## src/rtl/cdb_arbiter_pkg.sv

```systemverilog
// Shared CDB types and sizing constants for the writeback arbiter.
package cdb_arbiter_pkg;

  localparam int unsigned ROB_IDX_LEN    = 5;
  localparam int unsigned NUM_CDB_INPUTS = 2;
  localparam int unsigned XLEN           = 32;

  // One completed result headed for the CDB.
  typedef struct packed {
    logic [ROB_IDX_LEN-1:0] rob;
    logic [XLEN-1:0]        data;
  } cdb_result_t;

  // One CDB lane as seen by reservation stations and the ROB.
  typedef struct packed {
    logic        vld;
    cdb_result_t result;
  } cdb_lane_t;

  typedef struct packed {
    cdb_lane_t [NUM_CDB_INPUTS-1:0] data_lanes;
  } common_data_bus_t;

  // Index width for n items, never narrower than one bit.
  function automatic int unsigned idx_w(input int unsigned n);
    return (n > 1) ? $clog2(n) : 1;
  endfunction

endpackage

```

## src/rtl/cdb_arbiter_if.sv

```systemverilog
// Writeback requesters on one side, CDB lanes on the other.
interface cdb_arbiter_if
  import cdb_arbiter_pkg::*;
#(
  parameter int unsigned NUM_REQ   = 6,
  parameter int unsigned NUM_LANES = NUM_CDB_INPUTS
);

  localparam int unsigned ROB_W = ROB_IDX_LEN;
  localparam int unsigned SRC_W = idx_w(NUM_REQ);

  logic [NUM_REQ-1:0]                   req_vld_i;
  logic [NUM_REQ-1:0]                   req_rdy_o;
  logic [NUM_REQ-1:0][ROB_W-1:0]        req_rob_i;
  logic [NUM_REQ-1:0][XLEN-1:0]         req_data_i;
  logic [NUM_LANES-1:0]                 lane_vld_o;
  logic [NUM_LANES-1:0][ROB_W-1:0]      lane_rob_o;
  logic [NUM_LANES-1:0][XLEN-1:0]       lane_data_o;
  logic [NUM_LANES-1:0][SRC_W-1:0]      lane_src_o;

  // Functional units / consumers side.
  modport master (
    output req_vld_i, req_rob_i, req_data_i,
    input  req_rdy_o, lane_vld_o, lane_rob_o, lane_data_o, lane_src_o
  );

  // Arbiter side.
  modport slave (
    input  req_vld_i, req_rob_i, req_data_i,
    output req_rdy_o, lane_vld_o, lane_rob_o, lane_data_o, lane_src_o
  );

endinterface

```

## src/rtl/cdb_arbiter_rr_multi_grant.sv

```systemverilog
// Round-robin scan granting up to NUM_LANES requests per cycle, in scan order.
module cdb_arbiter_rr_multi_grant
  import cdb_arbiter_pkg::*;
#(
  parameter int unsigned NUM_REQ   = 6,
  parameter int unsigned NUM_LANES = 2,
  localparam int unsigned PTR_W    = idx_w(NUM_REQ),
  localparam int unsigned LANE_W   = idx_w(NUM_LANES)
) (
  input  logic [NUM_REQ-1:0]                  req,
  input  logic [PTR_W-1:0]                    ptr,
  output logic [NUM_REQ-1:0]                  grant_c,
  output logic [NUM_LANES-1:0][NUM_REQ-1:0]   lane_sel_c,
  output logic [NUM_LANES-1:0]                lane_vld_c,
  output logic [PTR_W-1:0]                    nxt_ptr_c
);

  // Walk ptr, ptr+1, ... modulo NUM_REQ; k-th hit lands on lane k.
  always_comb begin
    int unsigned idx;
    int unsigned cnt;
    int unsigned last;
    grant_c    = '0;
    lane_sel_c = '0;
    lane_vld_c = '0;
    nxt_ptr_c  = ptr;
    idx        = 0;
    cnt        = 0;
    last       = 0;
    for (int unsigned off = 0; off < NUM_REQ; off++) begin
      idx = 32'(ptr) + off;
      if (idx >= NUM_REQ) idx = idx - NUM_REQ;
      if (req[PTR_W'(idx)] && (cnt < NUM_LANES)) begin
        grant_c[PTR_W'(idx)]                     = 1'b1;
        lane_sel_c[LANE_W'(cnt)][PTR_W'(idx)]    = 1'b1;
        lane_vld_c[LANE_W'(cnt)]                 = 1'b1;
        cnt                                      = cnt + 1;
        last                                     = idx;
      end
    end
    // Resume just past the last winner so nobody is passed over twice.
    if (cnt != 0) nxt_ptr_c = ((last + 1) == NUM_REQ) ? '0 : PTR_W'(last + 1);
  end

endmodule

```

## src/rtl/cdb_arbiter.sv

```systemverilog
// Common data bus arbiter: one holding register per writeback port,
// round-robin multi-lane grant, registered CDB lanes, flush support.
module cdb_arbiter
  import cdb_arbiter_pkg::*;
#(
  parameter int unsigned NUM_REQ   = 6,
  parameter int unsigned NUM_LANES = NUM_CDB_INPUTS
) (
  input  logic               clk,
  input  logic               rst,
  input  logic               fls_i,
  cdb_arbiter_if.slave       bus
);

  localparam int unsigned SRC_W = idx_w(NUM_REQ);
  localparam int unsigned PTR_W = idx_w(NUM_REQ);

  logic [NUM_REQ-1:0]                 hold_vld_q;
  cdb_result_t [NUM_REQ-1:0]          hold_q;
  logic [PTR_W-1:0]                   rr_ptr_q;
  common_data_bus_t                   lane_q;
  logic [NUM_LANES-1:0][SRC_W-1:0]    lane_src_q;

  logic [NUM_REQ-1:0]                 grant_c;
  logic [NUM_REQ-1:0]                 rdy_c;
  logic [NUM_REQ-1:0]                 acc_c;
  logic [NUM_LANES-1:0][NUM_REQ-1:0]  lane_sel_c;
  logic [NUM_LANES-1:0]               lane_gnt_c;
  logic [PTR_W-1:0]                   nxt_ptr_c;
  cdb_result_t [NUM_LANES-1:0]        lane_res_c;
  logic [NUM_LANES-1:0][SRC_W-1:0]    lane_src_c;

  cdb_arbiter_rr_multi_grant #(
    .NUM_REQ   (NUM_REQ),
    .NUM_LANES (NUM_LANES)
  ) u_grant (
    .req        (hold_vld_q),
    .ptr        (rr_ptr_q),
    .grant_c    (grant_c),
    .lane_sel_c (lane_sel_c),
    .lane_vld_c (lane_gnt_c),
    .nxt_ptr_c  (nxt_ptr_c)
  );

  // A slot can take a new result if empty or draining this cycle; never during reset/flush.
  always_comb begin
    rdy_c = (rst || fls_i) ? '0 : (~hold_vld_q | grant_c);
    acc_c = bus.req_vld_i & rdy_c;
  end

  // Steer each granted holding register onto its lane.
  always_comb begin
    lane_res_c = '0;
    lane_src_c = '0;
    for (int unsigned k = 0; k < NUM_LANES; k++) begin
      for (int unsigned i = 0; i < NUM_REQ; i++) begin
        if (lane_sel_c[k][i]) begin
          lane_res_c[k] = hold_q[i];
          lane_src_c[k] = SRC_W'(i);
        end
      end
    end
  end

  // Holding registers, lane registers and round-robin pointer.
  always_ff @(posedge clk) begin
    if (rst) begin
      hold_vld_q <= '0;
      hold_q     <= '0;
      rr_ptr_q   <= '0;
      lane_q     <= '0;
      lane_src_q <= '0;
    end else if (fls_i) begin
      hold_vld_q <= '0;
      for (int unsigned k = 0; k < NUM_LANES; k++) lane_q.data_lanes[k].vld <= 1'b0;
    end else begin
      for (int unsigned i = 0; i < NUM_REQ; i++) begin
        if (acc_c[i]) begin
          hold_vld_q[i] <= 1'b1;
          hold_q[i]     <= '{rob: bus.req_rob_i[i], data: bus.req_data_i[i]};
        end else if (grant_c[i]) begin
          hold_vld_q[i] <= 1'b0;
        end
      end
      for (int unsigned k = 0; k < NUM_LANES; k++) begin
        lane_q.data_lanes[k].vld    <= lane_gnt_c[k];
        lane_q.data_lanes[k].result <= lane_res_c[k];
        lane_src_q[k]               <= lane_src_c[k];
      end
      rr_ptr_q <= nxt_ptr_c;
    end
  end

  // Drive the bus; a flush suppresses the broadcast already in flight.
  always_comb begin
    bus.req_rdy_o   = rdy_c;
    bus.lane_vld_o  = '0;
    bus.lane_rob_o  = '0;
    bus.lane_data_o = '0;
    bus.lane_src_o  = '0;
    for (int unsigned k = 0; k < NUM_LANES; k++) begin
      bus.lane_vld_o[k]  = lane_q.data_lanes[k].vld & ~fls_i;
      bus.lane_rob_o[k]  = lane_q.data_lanes[k].result.rob;
      bus.lane_data_o[k] = lane_q.data_lanes[k].result.data;
      bus.lane_src_o[k]  = lane_src_q[k];
    end
  end

endmodule

```

## src/flat_wrapper.sv

```systemverilog
// flat-port wrapper written by rule: the top's interface ports become plain ports
module cdb_arbiter_flat import cdb_arbiter_pkg::*;
#(
  parameter int unsigned NUM_REQ   = 6,
  parameter int unsigned NUM_LANES = NUM_CDB_INPUTS
)
  (clk, rst, fls_i, bus_req_vld_i, bus_req_rob_i, bus_req_data_i, bus_req_rdy_o, bus_lane_vld_o, bus_lane_rob_o, bus_lane_data_o, bus_lane_src_o);
  cdb_arbiter_if #(.NUM_REQ(NUM_REQ), .NUM_LANES(NUM_LANES)) bus_i ();
  input  logic clk;
  input  logic rst;
  input  logic fls_i;
  input wire logic [$bits(bus_i.req_vld_i)-1:0] bus_req_vld_i;
  input wire logic [$bits(bus_i.req_rob_i)-1:0] bus_req_rob_i;
  input wire logic [$bits(bus_i.req_data_i)-1:0] bus_req_data_i;
  output wire logic [$bits(bus_i.req_rdy_o)-1:0] bus_req_rdy_o;
  output wire logic [$bits(bus_i.lane_vld_o)-1:0] bus_lane_vld_o;
  output wire logic [$bits(bus_i.lane_rob_o)-1:0] bus_lane_rob_o;
  output wire logic [$bits(bus_i.lane_data_o)-1:0] bus_lane_data_o;
  output wire logic [$bits(bus_i.lane_src_o)-1:0] bus_lane_src_o;
  assign bus_i.req_vld_i = bus_req_vld_i;
  assign bus_i.req_rob_i = bus_req_rob_i;
  assign bus_i.req_data_i = bus_req_data_i;
  assign bus_req_rdy_o = bus_i.req_rdy_o;
  assign bus_lane_vld_o = bus_i.lane_vld_o;
  assign bus_lane_rob_o = bus_i.lane_rob_o;
  assign bus_lane_data_o = bus_i.lane_data_o;
  assign bus_lane_src_o = bus_i.lane_src_o;
  cdb_arbiter #(.NUM_REQ(NUM_REQ), .NUM_LANES(NUM_LANES)) u_core (.clk(clk), .rst(rst), .fls_i(fls_i), .bus(bus_i));
endmodule
```

## config.mk

```make
export PLATFORM = sky130hd
export DESIGN_NAME = cdb_arbiter_flat
export DESIGN_NICKNAME = d
export VERILOG_FILES = /design/src/rtl/cdb_arbiter_pkg.sv /design/src/rtl/cdb_arbiter_if.sv /design/src/rtl/cdb_arbiter_rr_multi_grant.sv /design/src/rtl/cdb_arbiter.sv /design/src/flat_wrapper.sv
export SDC_FILE = /design/constraint.sdc
export NUM_CORES = 1
export LEC_CHECK = 0
export ABC_AREA = 1
export CAP_MARGIN = 0
export CORE_MARGIN = 1.5
export CORE_UTILIZATION = 42
export DETAILED_ROUTE_END_ITERATION = 12
export PLACE_DENSITY = 0.78
export SLEW_MARGIN = 20
export SYNTH_ARGS = -nofsm -noshare
export SYNTH_HDL_FRONTEND = slang
export SYNTH_SLANG_ARGS = --single-unit
```

## constraint.sdc

```tcl
create_clock -name clk -period 9.7 [get_ports clk]
set_clock_uncertainty 0.05 [all_clocks]
set_input_delay 1.94 -clock clk [delete_from_list [all_inputs] [get_ports clk]]
set_output_delay 1.94 -clock clk [all_outputs]
set_load 0.02 [all_outputs]
```

==> key figures <==
Outcome
  • Outcome: finished clean

Placed design
  • Dpl hpwl: 51700 µm
  • Final GP Congestion: 0.996
  • PortBufs: 318
  • Placement Setup Slack: 1.29 ns

Job
  • Max cap viols: 0

Route
  • ANT nets after route: 0
  • DRC: 0
  • Vias after detailed routing: 19800
  • Initial DRC count: 2268
  • Post-Route WL: 73300 µm
  • TritonRoute pass-1 iters: 5
  • Via density: 5.80
  • DR WL/cell: 21.5 µm

Power
  • Peak VDD IR: 0.000336 V
  • Total power: 9.32 mW
  • Cell Pwr Density: 424 mW/mm²
  • Pleak: 8.84 nW

Critical path
  • Crit path max fanout: 13
  • Critical path required time: 7.71 ns
  • Startpoint Class: register
  • WP data arrival: 7.05 ns
  • Crit Path Class: reg -> out
  • Crit. End Element: primary output

Die
  • Starting Density: 0.428
  • Die area: 0.0442 mm²
  • Top Ports: 319
  • Die H: 210 µm
  • Core ar.: 0.0421 mm²
  • Die width: 210 µm
  • Std cell rows: 75

Layout
  • Commonest non-fill, non-tap cell in the layout: nand2_1
  • Layout cell share with drive strength beyond 1: 0.0661
  • Area of the multi-input gates: 0.00945 mm²
  • Filler Cell Count: 4074
  • Area Growth Syn to Fin: 21.8%
  • Commonest non-fill, non-tap cells in the layout: nand2_1 (612), a21oi_1 (501), clkdlybuf4s50_1 (316)
  • Reg area: 0.00627 mm²
  • Nets: 3114
  • N_diodes: 0

Timing
  • Max Clk Rate: 111 MHz
  • Final min period: 9.04 ns
  • Final setup vio count: 0
  • RSZ-0062 raised after global routing: no
  • Slew at the pin with the worst max-slew slack: 1.07 ns
  • TNS Setup: 0 ns
  • Slew margin rel.: 0.281
  • Final setup margin: 0.665 ns
  • Final Max Tran Viols: 0
  • Crit share post-route: 0.931
  • Final Hold Viols: 0

Synth
  • Sequential share of the synthesized area: 0.347
  • Cell taking the most area after synthesis: dfxtp_1
  • Mapped Avg Cell Area: 6.62 µm²
  • Cells taking the most area after synthesis: dfxtp_1 (35%), a21oi_1 (14%), nand2_1 (13%)
  • Ys Warns: 0
  • Area share of the largest cell type after synthesis: 0.347
  • Mapped Area: 0.0180 mm²
  • Cell count after synthesis: 2724
  • Number of synthesized flops with an enable pin: 0
  • #FFs+latches synth: 313
  • Fraction of registers with async set/reset: 0
  • Top_reg_cell synth: dfxtp_1
  • Synth cell types: 58

CTS
  • Hold-fix buffers, CTS: 0
  • Htree depth: 2
  • Sinks on Clock Net: 313
  • Clock Path Buffers: 3
  • Clock Latency Late Sink: 0.54 ns
  • Clock Root Buffer: clkbuf_16
  • Post-CTS sizing: 0
  • Post-CTS Setup Repair Bufs: 0
  • CTS tree: done
  • TritonCTS buffer count: 36
  • Clk pin slew, worst setup/hold paths: 0.06 ns

Global route
  • Largest net degree at the start of global routing: 127
  • First-pass GRT wire length: 110000 µm
  • Vias in the first global route: 18800
  • All-layer global routing usage: 0.322
  • Initial antenna violation count: 0
  • Total global routing overflow: 0

Hold path
  • Worst min path class: reg -> reg
[cells in the mapped netlist, types with 3 or more instances]
cell,instances
a31oi_2,3
a21oi_1,501
nand2_2,20
nand3_1,316
buf_2,78
a31oi_1,3
nand2_4,4
buf_4,83
inv_2,17
nand3_2,6
buf_6,15
nor4_1,3
nor2_4,3
o21ai_1,49
buf_1,3
nand4_1,5
o31ai_1,3
o22ai_1,17
nand2_1,614
nor2_2,6
nor3_1,10
o211ai_1,7
nor2_1,93
a22oi_1,3
ha_1,31
o21ai_0,164
clkbuf_1,90
clkinv_1,4
dfxtp_1,313
o21ai_2,8
inv_1,213
[registers in the layout, indices dropped and copies added (netlist names)]
register                flops
u_core.bus.lane_src_o       6
u_core.bus.lane_rob_o      10
u_core.bus.lane_data_o     64
u_core.lane_q               2
u_core.hold_q             222
u_core.hold_vld_q           6
u_core.rr_ptr_q             3
[final timing paths]
kind	from	end	slack (ns)	cells past startpoint
hold / removal	u_core.bus.lane_data_o[54]$_SDFFE_PP0N_	u_core.bus.lane_data_o[54]$_SDFFE_PP0N_	0.40	2
hold reg to reg	u_core.bus.lane_data_o[54]$_SDFFE_PP0N_	u_core.bus.lane_data_o[54]$_SDFFE_PP0N_	0.40	2
setup / recovery	u_core.rr_ptr_q[1]$_SDFFE_PP0P_	bus_req_rdy_o[4]	0.66	27
setup reg to reg	u_core.rr_ptr_q[1]$_SDFFE_PP0P_	u_core.rr_ptr_q[1]$_SDFFE_PP0P_	2.04	35
[per-layer routing]
metal  global-route usage  vias up  wire (µm)
met5                    0        -          0
met4                0.184        0       4590
met3               0.0450      230       5670
met2                0.529     1074      34200
met1                0.405     9283      28900
li1                     -     9222          -
[cell families after synthesis]
kind of cell             Yosys count  share of synthesized area
AO/OA/AOI/OAI                    780                      0.229
XOR/XNOR                           7                    0.00527
adder cells (fa/ha/maj)           31                     0.0215
buffers and inverters            504                      0.134
flip-flops                       313                      0.347
multiplexers                       1                   0.000624
other                              1                   0.000208
AND/OR/NAND/NOR                 1087                      0.262
[critical path, stage by stage, from the launching register on]
cell	delay [ns]
dfxtp_1	0.55
inv_1	0.25
ha_1	0.53
ha_1	0.20
inv_1	0.04
ha_1	0.20
nand2_1	0.14
nand2_1	0.07
nand2_1	0.12
inv_2	0.07
nor2_2	0.14
nand2_1	0.12
nand2_1	0.11
buf_4	0.19
inv_1	0.14
ha_1	0.56
clkinv_1	0.22
xor2_2	0.23
ha_1	0.31
nand3_1	0.09
nand2_1	0.09
ha_1	0.30
nand3_1	0.12
nand3_2	0.12
nor2_4	0.28
nand3_1	0.25
a31oi_1	0.38
clkdlybuf4s50_1	0.68
[stage by stage]
| stage | cell area, µm² | hold WS, ns | instances | utilization |
|---|---|---|---|---|
| floorplan | 18000 | 0.377 | 2726 | - |
| global route | 22000 | 0.421 | 3415 | 0.521 |
| detailed placement | 20800 | 0.394 | 3353 | 0.493 |
| CTS | 22000 | 0.405 | 3415 | 0.521 |
| finish | 22000 | 0.404 | 3415 | 0.521 |
| global placement | 20800 | 0.386 | 3353 | 0.493 |
[report_power, final]
part / switching (mW) / internal (mW)
logic: 4.58 / 1.74
clock network: 0.577 / 0.840
registers: 0.118 / 1.47
total: 5.28 / 4.05
[layout make-up]
type / count / share of cell area
clock buffer: 49 / 0.0478
sequential: 313 / 0.285
multi-input combinational: 1909 / 0.430
inverter: 235 / 0.0404
tap: 539 / 0.0307
clock inverter: 13 / 0.00695
timing repair buffer: 357 / 0.159
(Power assumes the default switching activity.)
